<file path="config.mk">
export PLATFORM = sky130hd
export DESIGN_NAME = program_loader
export DESIGN_NICKNAME = d
export VERILOG_FILES = /design/src/rtl/program_loader_pkg.sv /design/src/rtl/program_loader_word_packer.sv /design/src/rtl/program_loader.sv
export SDC_FILE = /design/constraint.sdc
export NUM_CORES = 1
export LEC_CHECK = 0
export BUFFER_PORTS_ARGS = -buffer_cell sky130_fd_sc_hd__buf_2
export CAP_MARGIN = 0
export CORE_AREA = 2 2 120 93
export CTS_BUF_LIST = sky130_fd_sc_hd__clkbuf_16
export DETAILED_ROUTE_END_ITERATION = 12
export DIE_AREA = 0 0 122 95
export SLEW_MARGIN = 15
export SYNTH_ARGS = -nofsm -noshare
export SYNTH_HDL_FRONTEND = slang
export SYNTH_HIERARCHICAL = 1
export SYNTH_SLANG_ARGS = --single-unit
</file>
<file path="constraint.sdc">
create_clock -name clk -period 2.1 [get_ports clk]
set_clock_uncertainty 0.15 [all_clocks]
set_input_delay 0.315 -clock clk [delete_from_list [all_inputs] [get_ports clk]]
set_output_delay 0.315 -clock clk [all_outputs]
set_load 0.01 [all_outputs]
</file>
<file path="src/rtl/program_loader_pkg.sv">
// Shared constants for the byte-stream program loader: FSM encoding, word and lane geometry.
package program_loader_pkg;

    localparam int unsigned INSTR_W    = 32;
    localparam int unsigned BYTE_W     = 8;
    localparam int unsigned LANES      = 4;
    localparam int unsigned LANE_W     = $clog2(LANES);
    localparam int unsigned ADDR_W_DEF = 8;
    localparam int unsigned STATE_W    = 3;

    localparam logic [STATE_W-1:0] ST_LEN  = 3'd0;
    localparam logic [STATE_W-1:0] ST_DATA = 3'd1;
    localparam logic [STATE_W-1:0] ST_CSUM = 3'd2;
    localparam logic [STATE_W-1:0] ST_RUN  = 3'd3;
    localparam logic [STATE_W-1:0] ST_ERR  = 3'd4;

endpackage

</file>
<file path="src/rtl/program_loader_word_packer.sv">
// Little-endian byte-to-word assembler; pulses word_done_o the cycle after the fourth byte lands.
module word_packer
    import program_loader_pkg::*;
(
    input  logic               clk,
    input  logic               rst,
    input  logic               clr_i,
    input  logic               valid_i,
    input  logic [BYTE_W-1:0]  byte_i,
    output logic [INSTR_W-1:0] word_o,
    output logic [LANE_W-1:0]  lane_o,
    output logic               word_done_o
);

    logic [INSTR_W-1:0] word_q, word_d;
    logic [LANE_W-1:0]  lane_q, lane_d;
    logic               done_q, done_d;

    // Shift right so the first byte of a word ends up in bits 7:0.
    always_comb begin
        word_d = word_q;
        lane_d = lane_q;
        done_d = 1'b0;
        if (clr_i) begin
            word_d = '0;
            lane_d = '0;
        end else if (valid_i) begin
            word_d = {byte_i, word_q[INSTR_W-1:BYTE_W]};
            if (lane_q == LANE_W'(LANES - 1)) begin
                lane_d = '0;
                done_d = 1'b1;
            end else begin
                lane_d = lane_q + LANE_W'(1);
            end
        end
    end

    always_ff @(posedge clk or posedge rst) begin
        if (rst) begin
            word_q <= '0;
            lane_q <= '0;
            done_q <= 1'b0;
        end else begin
            word_q <= word_d;
            lane_q <= lane_d;
            done_q <= done_d;
        end
    end

    assign word_o      = word_q;
    assign lane_o      = lane_q;
    assign word_done_o = done_q;

endmodule

</file>
<file path="src/rtl/program_loader.sv">
// Loads a length-prefixed, XOR-checksummed byte stream into instruction memory and
// releases the core from reset once the image is verified.
module program_loader
    import program_loader_pkg::*;
#(
    parameter int unsigned ADDR_W  = ADDR_W_DEF,
    parameter int unsigned TIMEOUT = 1023
) (
    input  logic               clk,
    input  logic               rst,
    input  logic               byte_valid,
    input  logic [BYTE_W-1:0]  byte_data,
    output logic               byte_ready,
    input  logic               reload,
    output logic               imem_we,
    output logic [ADDR_W-1:0]  imem_addr,
    output logic [INSTR_W-1:0] imem_wdata,
    output logic               core_rst,
    output logic               done,
    output logic               error
);

    localparam int unsigned IDLE_W = (TIMEOUT < 2) ? 1 : $clog2(TIMEOUT);

    logic [STATE_W-1:0] state_q, state_d;
    logic [BYTE_W-1:0]  len_q, len_d;
    logic [BYTE_W-1:0]  csum_q, csum_d;
    logic [ADDR_W-1:0]  addr_q, addr_d;
    logic [IDLE_W-1:0]  idle_q, idle_d;
    logic               ready_q, ready_d;
    logic               core_rst_q, core_rst_d;
    logic               done_q, done_d;
    logic               error_q, error_d;

    logic               xfer_c;
    logic               pk_valid_c;
    logic [INSTR_W-1:0] pk_word;
    logic [LANE_W-1:0]  pk_lane;
    logic               pk_done;

    // A byte offered alongside reload is refused, so upstream never loses it.
    assign xfer_c     = byte_valid & ready_q & ~reload;
    assign pk_valid_c = xfer_c & (state_q == ST_DATA);

    word_packer u_packer (
        .clk         (clk),
        .rst         (rst),
        .clr_i       (reload),
        .valid_i     (pk_valid_c),
        .byte_i      (byte_data),
        .word_o      (pk_word),
        .lane_o      (pk_lane),
        .word_done_o (pk_done)
    );

    always_comb begin
        state_d = state_q;
        len_d   = len_q;
        csum_d  = csum_q;
        addr_d  = addr_q;
        idle_d  = idle_q;

        // Address advances at the end of each write cycle and doubles as the word counter.
        if (pk_done) begin
            addr_d = addr_q + ADDR_W'(1);
        end

        case (state_q)
            ST_LEN: begin
                idle_d = '0;
                if (xfer_c) begin
                    if (byte_data == '0) begin
                        state_d = ST_ERR;
                    end else begin
                        len_d   = byte_data;
                        csum_d  = '0;
                        addr_d  = '0;
                        state_d = ST_DATA;
                    end
                end
            end
            ST_DATA, ST_CSUM: begin
                if (xfer_c) begin
                    idle_d = '0;
                    if (state_q == ST_DATA) begin
                        csum_d = csum_q ^ byte_data;
                        if ((pk_lane == LANE_W'(LANES - 1)) &&
                            (addr_q == ADDR_W'(len_q - BYTE_W'(1)))) begin
                            state_d = ST_CSUM;
                        end
                    end else begin
                        state_d = (byte_data == csum_q) ? ST_RUN : ST_ERR;
                    end
                end else if (idle_q == IDLE_W'(TIMEOUT - 1)) begin
                    state_d = ST_ERR;
                end else begin
                    idle_d = idle_q + IDLE_W'(1);
                end
            end
            default: begin
                idle_d = '0;
            end
        endcase

        if (reload) begin
            state_d = ST_LEN;
            len_d   = '0;
            csum_d  = '0;
            addr_d  = '0;
            idle_d  = '0;
        end

        ready_d    = (state_d == ST_LEN) || (state_d == ST_DATA) || (state_d == ST_CSUM);
        core_rst_d = (state_d != ST_RUN);
        done_d     = (state_d == ST_RUN);
        error_d    = (state_d == ST_ERR);
    end

    always_ff @(posedge clk or posedge rst) begin
        if (rst) begin
            state_q    <= ST_LEN;
            len_q      <= '0;
            csum_q     <= '0;
            addr_q     <= '0;
            idle_q     <= '0;
            ready_q    <= 1'b0;
            core_rst_q <= 1'b1;
            done_q     <= 1'b0;
            error_q    <= 1'b0;
        end else begin
            state_q    <= state_d;
            len_q      <= len_d;
            csum_q     <= csum_d;
            addr_q     <= addr_d;
            idle_q     <= idle_d;
            ready_q    <= ready_d;
            core_rst_q <= core_rst_d;
            done_q     <= done_d;
            error_q    <= error_d;
        end
    end

    assign byte_ready = ready_q & ~reload;
    assign imem_we    = pk_done;
    assign imem_addr  = addr_q;
    assign imem_wdata = pk_word;
    assign core_rst   = core_rst_q;
    assign done       = done_q;
    assign error      = error_q;

endmodule

</file>
Word-level counts from Yosys, hierarchy flattened
Cells that the tools add are included.
{ "word_totals": {"reg_bits": 76, "out_inout_bits": 45} }
{ "op_classes": {"n_addsub": 4, "eq_ne": 17, "mux": 36, "n_bitwise": 6, "n_reduce_logical": 13} }
{ "ops": {"columns": ["op", "n"], "rows": [
  ["8-bit two-way mux", 14],
  ["32-bit two-way mux", 2],
  ["10-bit two-way mux", 4],
  ["3-bit two-way mux", 8],
  ["8-bit equality test", 2],
  ["8-bit one-hot mux with 2 select lines", 1],
  ["3-bit != test (second input constant)", 4],
  ["10-bit by 1-bit adder with 10-bit output (second input constant)", 1],
  ["10-bit equality test (second input constant)", 1],
  ["3-bit by 2-bit equality test with 1-bit output (second input constant)", 3],
  ["8-bit by 1-bit adder with 8-bit output (second input constant)", 1],
  ["8-bit zero test", 1],
  ["8-bit by 1-bit subtractor with 8-bit output (second input constant)", 1],
  ["8-bit XOR", 1],
  ["3-bit by 1-bit equality test with 1-bit output (second input constant)", 2],
  ["3-bit zero test", 2],
  ["2-bit two-way mux", 3],
  ["3-bit one-hot mux with 2 select lines", 1],
  ["2-bit nonzero test", 3],
  ["5-bit AND reduction", 1],
  ["1-bit AND", 4],
  ["4-bit != test (second input constant)", 1],
  ["3-bit equality test (second input constant)", 1],
  ["1-bit two-way mux", 3],
  ["10 further kinds", 11]
]} }

Depth between registers and ports, before layout
Gate-level depths: netlist (run 1).
{ "depth": {"ltp_word": 11, "ltp_mapped": 8} }

Modules after synthesis
Netlist (run 1), hierarchy kept.
{ "modules_own_cells": {"columns": ["module", "instances", "cells_per_inst", "area_each_um2", "seq_area_each_um2"], "rows": [
  ["program_loader", 1, 254, 2399.8, 1027.2],
  ["word_packer", 1, 115, 1460.2, 875.8]
]} }

Least setup slack after synthesis (run 1)
Ideal clock, no wire load.
{ "synth_path": {"path_type": "register -> register", "from": "register state_q[1]", "to": "register done_q (netlist: done)", "arrival_ns": 1.814, "required_time_ns": 1.830, "slack_ns": 0.016, "stages_incl_launch_ff": 8, "path_cell_list": "dfrtp_1 -> buf_6 -> or2_1 -> nor3_4 -> nor3b_1 -> nand4_1 -> o21a_2 -> and3_1"} }
{ "synth_via": {"elab_chain_cells": 6, "word_cells_on_any_way": 12, "cone_classes": "eq/ne (3); mux (7); reduce/logical (2)"} }
{ "synth_rtl": {"columns": ["element", "line_no", "rtl"], "rows": [
  ["from (decl)", "program_loader.sv:25", "logic [STATE_W-1:0] state_q, state_d;"],
  ["from (signal assigned)", "program_loader.sv:131", "state_q <= state_d;"],
  ["3-bit by 1-bit equality test with 1-bit output", "program_loader.sv:68, program_loader.sv:85", null],
  ["3-bit two-way mux", "program_loader.sv:85", "if (state_q == ST_DATA) begin"],
  ["3-bit two-way mux", "program_loader.sv:83", "if (xfer_c) begin"],
  ["3-bit one-hot mux with 2 select lines (*)", "program_loader.sv:68", "case (state_q)"],
  ["3-bit two-way mux (*)", "program_loader.sv:105", "if (reload) begin"],
  ["net state_d[0]", "program_loader.sv:25", null],
  ["3-bit by 2-bit equality test with 1-bit output (*)", "program_loader.sv:115", "done_d = (state_d == ST_RUN);"],
  ["net done_d", "program_loader.sv:32", "logic done_q, done_d;"],
  ["to (signal assigned)", "program_loader.sv:138", "done_q <= done_d;"],
  ["to (decl)", "program_loader.sv:32", null]
]} }
Mark *: on every way through the listed nets, which the timed path passes. The rest lies on a longest branch.
A chain may end at the register's enable or synchronous reset.

Worst setup path after layout (run 1)
{ "layout_path": {"from": "register len_q[0]", "to": "register done_q (netlist: done)"} }
{ "layout_via": {"elab_chain_cells": 9} }
{ "layout_rtl": {"columns": ["element", "line_no", "rtl"], "rows": [
  ["from (decl)", "program_loader.sv:26", "logic [BYTE_W-1:0] len_q, len_d;"],
  ["from (signal assigned)", "program_loader.sv:132", "len_q <= len_d;"],
  ["8-bit by 1-bit subtractor with 8-bit output", "program_loader.sv:88", "(addr_q == ADDR_W'(len_q - BYTE_W'(1)))) begin"],
  ["8-bit equality test", "program_loader.sv:88", null],
  ["1-bit logical AND", "program_loader.sv:87", "if ((pk_lane == LANE_W'(LANES - 1)) &&"],
  ["3-bit two-way mux", "program_loader.sv:87", null],
  ["3-bit two-way mux", "program_loader.sv:85", null],
  ["3-bit two-way mux", "program_loader.sv:83", null],
  ["3-bit one-hot mux with 2 select lines", "program_loader.sv:68", null],
  ["3-bit two-way mux", "program_loader.sv:105", null],
  ["net state_d[0]", "program_loader.sv:25", null],
  ["3-bit by 2-bit equality test with 1-bit output", "program_loader.sv:115", null],
  ["net done_d", "program_loader.sv:32", null]
]} }
The timed path passes the listed nets, and every way through them passes these cells.

==> results by group, run 1 <==
Outcome
  • Status: finished, violations left
  • Failing checks: negative setup slack

Worst setup path
  • Reg2Reg Setup Slack: -20 ps
  • CP Capture Type: flop
  • Worst-path fanout max: 5
  • Required time worst endpoint: 2160 ps
  • CP Data Arrival Time: 2180 ps
  • Startpoint types: flop
  • Setup CP Type: flop to flop

Drt
  • Drc violations: 0
  • DR vias: 2997
  • DR pass1 iterations: 4
  • Wirelength per Cell: 14.5 um
  • Final WL: around 8.8 mm
  • Antenna Nets Post-Route: 0
  • Routed vias/inst: 4.91
  • First DRT Iteration DRCs: 79

Clock tree
  • Num CTS Buffers: 9
  • Clock Latency Late Sink: between 300 and 400 ps
  • CTS root buf: clkbuf_16
  • CTS Buffer Depth: 2
  • TritonCTS clock tree: yes
  • # H-tree levels: 3
  • CTS Sinks: 76
  • Clock slew at reported path FFs: 60 ps

Placed design
  • Routability cong.: 0.852
  • Port Buffers: 56
  • Dpl hpwl: 6.23 mm
  • Area post-placement: 4500 um^2
  • Setup Slack @ Placement: -133 ps

Synthesis
  • Ys async rst share: 100%
  • Mapped Nets: 386
  • Yosys cell types: 47
  • Syn Area/Cell: 10.5 um^2
  • Most common flop cell mapped by yosys: dfrtp_1
  • Synth top area cells: dfrtp_1 (49%), mux2i_1 (11%), nor2_1 (7.3%)
  • Synthesized cell area: 3860 um^2
  • Sequential fraction of the synthesis area: approximately 49%
  • Count of state elements after synthesis: 76
  • Top cell type's share of synthesized area: 48.6%
  • Most frequent cells after synthesis: dfrtp_1 (75), nor2_1 (75), mux2i_1 (43)
  • Synth warnings: 6
  • EDFF count, synth: 0
  • Yosys top cell by area: dfrtp_1
  • Post-Syn Instances: 369

Floorplanning
  • Die X: 122 um
  • Area of the die: 11600 um^2
  • Std-Cell Rows: 33
  • Initial Util: 36.7%
  • Top-Level Pins: between 50 and 60
  • Die H: 95 um
  • CORE AREA: 10500 um^2

STA
  • Min setup slack post-route: -20.4 ps
  • Worst Max-Slew Pin Slew: 552 ps
  • Endpoints failing setup: 2
  • Fmax: 472 MHz
  • Slew Limit Headroom: between 60% and 70%
  • Final Max Tran Viols: 0
  • Final number of hold-violating endpoints: 0
  • Hold Worst Slack: around 250 ps
  • Minimum clock period: 2120 ps
  • Tcrit/Tclk final: 101%
  • RSZ-0062 raised after global routing: yes

Global routing
  • Initial antenna violation count: 0
  • Largest net degree at the start of global routing: 50
  • GRT overflow: 0
  • First-pass GRT wire length: between 10 and 15 mm
  • All-Layer GR Usage: 16.5%
  • Vias in the first global route: between 2000 and 3000

Cells and area
  • Fin area: 5020 um^2
  • P&R area growth vs syn: 30.0%
  • Layout Nets: 485
  • Share of post-route cells with drive strength above 1: 31.6%
  • ANT cells: 0

Pwr
  • VDD IR max: approximately 0.35 mV
  • PwrDens: 696 nW/um^2
  • P_leak: 0.00231 uW

Flow run
  • MaxCap Viol Count: 0

Min path
  • Hold Crit Class: primary input to flop
-- kinds of logic (layout without fill, tap and decap cells) --
kind of cell             after synthesis  in the layout  synth area share [%]
adder cells (fa/ha/maj)                5              5                  1.62
AND/OR/NAND/NOR                      144            144                  18.4
multiplexers                          43             43                  11.2
flip-flops                            76             76                  49.3
buffers and inverters                 28            130                  4.76
XOR/XNOR                              31             31                  7.03
AO/OA/AOI/OAI                         42             42                  7.75
-- final timing paths --
check,startpoint,to,cells after the start
hold / removal,byte_data[1],u_packer/word_o[25]$_DFFE_PP0P_,4
min in group asynchronous,rst,imem_addr[0]$_DFF_PP0_,3
hold reg to reg,csum_q[3]$_DFFE_PP0P_,csum_q[3]$_DFFE_PP0P_,1
setup / recovery,len_q[0]$_DFFE_PP0P_,done$_DFF_PP0_,9
setup reg to reg,len_q[0]$_DFFE_PP0P_,done$_DFF_PP0_,9
max in group asynchronous,rst,core_rst$_DFF_PP1_,4
-- layout by cell type (no fill, tap or decap), types with 3 or more instances in the layout --
| master | Yosys | layout |
|---|---|---|
| o21ai_0 | 20 | 20 |
| nor3_1 | 4 | 3 |
| mux2i_1 | 43 | 43 |
| nor3_4 | 2 | 3 |
| inv_2 | 1 | 4 |
| and3_1 | 3 | 3 |
| nor4_2 | 1 | 4 |
| xnor2_1 | 24 | 24 |
| dfrtp_1 | 75 | 75 |
| or3_1 | 4 | 4 |
| buf_6 | 3 | 3 |
| nand4_1 | 6 | 6 |
| a21oi_1 | 5 | 3 |
| buf_4 | 0 | 43 |
| nand2_1 | 22 | 22 |
| nand2b_1 | 3 | 3 |
| xor2_1 | 7 | 7 |
| nor2_1 | 75 | 75 |
| clkbuf_16 | 0 | 9 |
| nand3_1 | 6 | 5 |
| ha_1 | 5 | 3 |
| inv_1 | 11 | 8 |
| buf_2 | 5 | 56 |
| a31oi_1 | 4 | 3 |
-- layer usage --
metal  share of wire (%)  up-vias  wire length, um  GRT usage, %
li1                    -     1460                -             -
met1                  49     1476             4360          22.9
met2                  47       55             4120          25.4
met3                 3.1        6              274          3.80
met4                 1.0        0               91          5.84
met5                   0        -                0             0
-- flip-flops by register name, indices dropped and copies added, names as in the netlist --
name,flops
imem_addr,8
u_packer/word_done_o,1
len_q,8
u_packer/word_o,32
done,1
csum_q,8
idle_q,10
error,1
core_rst,1
state_q,3
ready_q,1
u_packer/lane_o,2
-- where the power goes --
group | switching (uW) | internal [uW]
clock | 571 | 1020
sequential | 26.3 | 1490
combinational | 202 | 179
-- layout make-up --
cell class	count	area, um^2
Timing Repair Buffer	104	667
Sequential cell	76	1900
Clock buffer	9	225
Fill cell	982	5510
Clock inverter	5	78.8
Inverter	12	45.0
Multi-Input combinational cell	265	1920
Tap cell	140	175
-- metrics by stage --
step	power [uW]	instances	TNS, ps	util (%)
after floorplan	1750	369	0	-
after global placement	1860	590	-340	42.8
after detailed placement	1870	590	-666	42.8
after CTS	3500	607	0	46.4
after global routing	3640	611	-334	47.7
final	3490	611	-20.9	47.7
-- critical path: stages, from the launching register on --
cell and delay (ps):
dfrtp_1 390, inv_2 80, ha_4 140, buf_6 90
nor2b_2 30, or3_1 340, a31oi_1 170, nand4_1 150
o21a_2 280, and3_1 190
-- repair_timing --
item	CTS	global route
gates cloned	0	0
setup buffers	2	4
endpoints found under the setup margin	5	5
resized for setup	10	19
endpoints found under the hold margin	43	0
pin swaps	8	17
hold buffers	1	0
Power figures use the tool's default switching activity.
==> inputs of run 2 (changes only) <==
--- a/config.mk
+++ b/config.mk
@@ -11,6 +11,8 @@
 export CTS_BUF_LIST = sky130_fd_sc_hd__clkbuf_16
 export DETAILED_ROUTE_END_ITERATION = 12
 export DIE_AREA = 0 0 122 95
+export SETUP_SLACK_MARGIN = 0.5
+export SKIP_CTS_REPAIR_TIMING = 1
 export SLEW_MARGIN = 15
 export SYNTH_ARGS = -nofsm -noshare
 export SYNTH_HDL_FRONTEND = slang
==> run 2 against run 1 <==
Against the previous run: the flow now finishes without violations; worst setup slack improved by 35 ps; final area rose by 4.9%; flip-flop and latch count did not move; register-to-register slack improved by 30 ps; total power rose by 6.1%; maximum frequency rose by 1.7%; final cell count fell by 0.33%; routed wire length rose by 6.4%.
==> results by group, run 2 (same netlist as run 1, synthesis figures left out) <==
STA
  • Setup TNS Final: 0 ps (was -20.9 ps)
  • RSZ-0062 raised after global routing: yes (unchanged)
  • Final number of hold-violating endpoints: 0 (unchanged)
  • Tcrit/Tclk final: 99.3% (was 101%)
  • Min setup slack post-route: 14.3 ps (was -20.4 ps)
  • Hold Worst Slack: 222 ps (was 251 ps)
  • Minimum clock period: 2090 ps (was 2120 ps)
  • Fmax: 479 MHz (was 472 MHz)
  • Worst Max-Slew Pin Slew: 553 ps (was 552 ps)
  • Final Max Tran Viols: 0 (unchanged)
  • Slew Limit Headroom: 63.1% (was 63.2%)
  • Endpoints failing setup: 0 (was 2)

Worst setup path
  • Max incr delay on CP: 410 ps (was 390 ps)
  • Critical-path top delay cell: dfrtp_1 (unchanged)
  • Crit path cell chain: inv_2 -> ha_4 -> nand3_4 -> o31ai_4 -> o311ai_4 -> a221oi_4 -> inv_2 -> o32ai_2 (was inv_2 -> ha_4 -> buf_6 -> nor2b_2 -> or3_1 -> a31oi_1 -> nand4_1 -> o21a_2 -> and3_1)
  • Startpoint types: flop (unchanged)
  • Required time worst endpoint: 2190 ps (was 2160 ps)
  • Crit path top cell by count: inv_2
  • CP Data Arrival Time: 2170 ps (was 2180 ps)
  • Family with the most delay on the worst path: compound AO/OA/AOI/OAI gates (was simple AND/OR/NAND/NOR gates)
  • Crit path launch: idle_q[0]$_DFFE_PP0P_ (was len_q[0]$_DFFE_PP0P_)
  • Number of buffers and inverters on the critical path: 2 (unchanged)
  • Critical Path Stages: 8 (was 9)
  • CP Capture Type: flop (unchanged)
  • Crit path capture: error$_DFF_PP0_ (was done$_DFF_PP0_)
  • R2R cell count: 8 (was 9)
  • RR Startpoint: idle_q[0]$_DFFE_PP0P_ (was len_q[0]$_DFFE_PP0P_)
  • Reg2Reg Setup Slack: 10 ps (was -20 ps)
  • R2R Path End: error$_DFF_PP0_ (was done$_DFF_PP0_)
  • Worst-path fanout max: 4 (was 5)
  • Setup CP Type: flop to flop (unchanged)

Floorplanning
  • Area of the die: 11600 um^2 (unchanged)
  • Initial Util: 36.7% (unchanged)
  • Top-Level Pins: 57 (unchanged)
  • Std-Cell Rows: 33 (unchanged)
  • Die H: 95 um (unchanged)
  • Die X: 122 um (unchanged)
  • CORE AREA: 10500 um^2 (unchanged)

Drt
  • DR vias: 3012 (was 2997)
  • Routed vias/inst: 4.95 (was 4.91)
  • Antenna Nets Post-Route: 0 (unchanged)
  • First DRT Iteration DRCs: 121 (was 79)
  • DR pass1 iterations: 4 (unchanged)
  • Drc violations: 0 (unchanged)
  • Final WL: 9.41 mm (was 8.84 mm)
  • Wirelength per Cell: 15.4 um (was 14.5 um)

Clock tree
  • Clock Latency Late Sink: 330 ps (about the same)
  • CTS root buf: clkbuf_16 (unchanged)
  • Num CTS Buffers: 9 (unchanged)
  • # H-tree levels: 3 (unchanged)
  • Clock slew at reported path FFs: 60 ps (about the same)
  • CTS Buffer Depth: 2 (unchanged)
  • TritonCTS clock tree: yes (unchanged)
  • CTS Sinks: 76 (unchanged)

Placed design
  • Routability cong.: 0.782 (was 0.852)
  • Port Buffers: 56 (unchanged)
  • Dpl hpwl: 6.07 mm (was 6.23 mm)
  • Setup Slack @ Placement: -183 ps (was -133 ps)

Global routing
  • Largest net degree at the start of global routing: 50 (unchanged)
  • Initial antenna violation count: 0 (unchanged)
  • First-pass GRT wire length: 14.9 mm (about the same)
  • GRT overflow: 0 (unchanged)
  • Vias in the first global route: 2968 (was 2978)
  • All-Layer GR Usage: 16.6% (was 16.5%)

Cells and area
  • Max reg flops: 32 (unchanged)
  • Share of post-route cells with drive strength above 1: 39.0% (was 31.6%)
  • Fill cell count: 966 (was 982)
  • Final Util: 50.0% (was 47.7%)
  • Most common cell after layout, fill and taps aside: dfrtp_1
  • Most frequent cells in the layout: dfrtp_1 (70), nor2_1 (63), buf_2 (54) (was nor2_1 (75), dfrtp_1 (75), buf_2 (56))
  • ANT cells: 0 (unchanged)
  • Layout Nets: 481 (was 485)
  • P&R area growth vs syn: 36.3% (was 30.0%)

Min path
  • Worst Hold Launch: byte_data[4] (was byte_data[1])
  • Hold Crit Class: primary input to flop (unchanged)

Pwr
  • PwrDens: 704 nW/um^2 (was 696 nW/um^2)
  • P_leak: 0.00237 uW (was 0.00231 uW)
  • VDD IR max: 0.390 mV (was 0.347 mV)

Outcome
  • Status: complete, no violations (was finished, violations left)

Flow run
  • MaxCap Viol Count: 0 (unchanged)
## run 2: cell types whose count changed in the layout (fill, tap and decap cells not counted), sizes merged
cell      change
bufinv        +1
clkinvlp      +2
clkinv        -3
buf           -6
nand2b        +1
clkbuf        +1
inv           +2
## run 2: metal layers
layer / global-route usage, % / wire length, um / part of all wire, %
met5: 0 / 0 / 0
met4: 5.17 / 102 / 1.1
met3: 3.62 / 357 / 3.8
met2: 25.8 / 4450 / 47
met1: 23.3 / 4500 / 48
## run 2: worst min path at each step
stage                                      to  slack, ps  cells past startpoint
6_report                 len_q[4]$_DFFE_PP0P_        220                      4
5_1_grt                 csum_q[5]$_DFFE_PP0P_        230                      4
4_1_cts        u_packer/word_done_o$_DFF_PP0_        -60                      3
3_5_place_dp   u_packer/word_done_o$_DFF_PP0_        300                      3
3_3_place_gp   u_packer/word_done_o$_DFF_PP0_        290                      3
2_1_floorplan            state_q[2]$_DFF_PP0_        240                      1
## run 2: final cells by class
cell class              count  area, um^2  area share [%]
clock buffers               9         225            4.28
clock inverters             7         123            2.33
inverters                  12        45.0           0.856
multi-input cells         266        2090            39.6
flip-flops and latches     76        1910            36.3
well taps                 140         175            3.33
repair buffers             99         698            13.3
## run 2: where the power goes
part	total, uW	internal (uW)	switching [uW]
Combinational	393	183	211
Clock	1790	1170	625
Sequential	1520	1490	26.8
## run 2: through the flow
step                std cells  power, uW  instance area (um^2)
floorplan                 369       1760                  3960
global placement          579       1870                  4500
detailed placement        579       1870                  4500
CTS                       595       3680                  4850
global route              609       3850                  5260
finish                    609       3700                  5260
## run 2: worst reg2reg max path, delay by kind of cell, from the launching register on
family / cells / cell delay (ps)
AND/OR/NAND/NOR: 1 / 100
buffers and inverters: 2 / 180
adder cells (fa/ha/maj): 1 / 140
AO/OA/AOI/OAI: 4 / 1000
flip-flops: 1 / 410
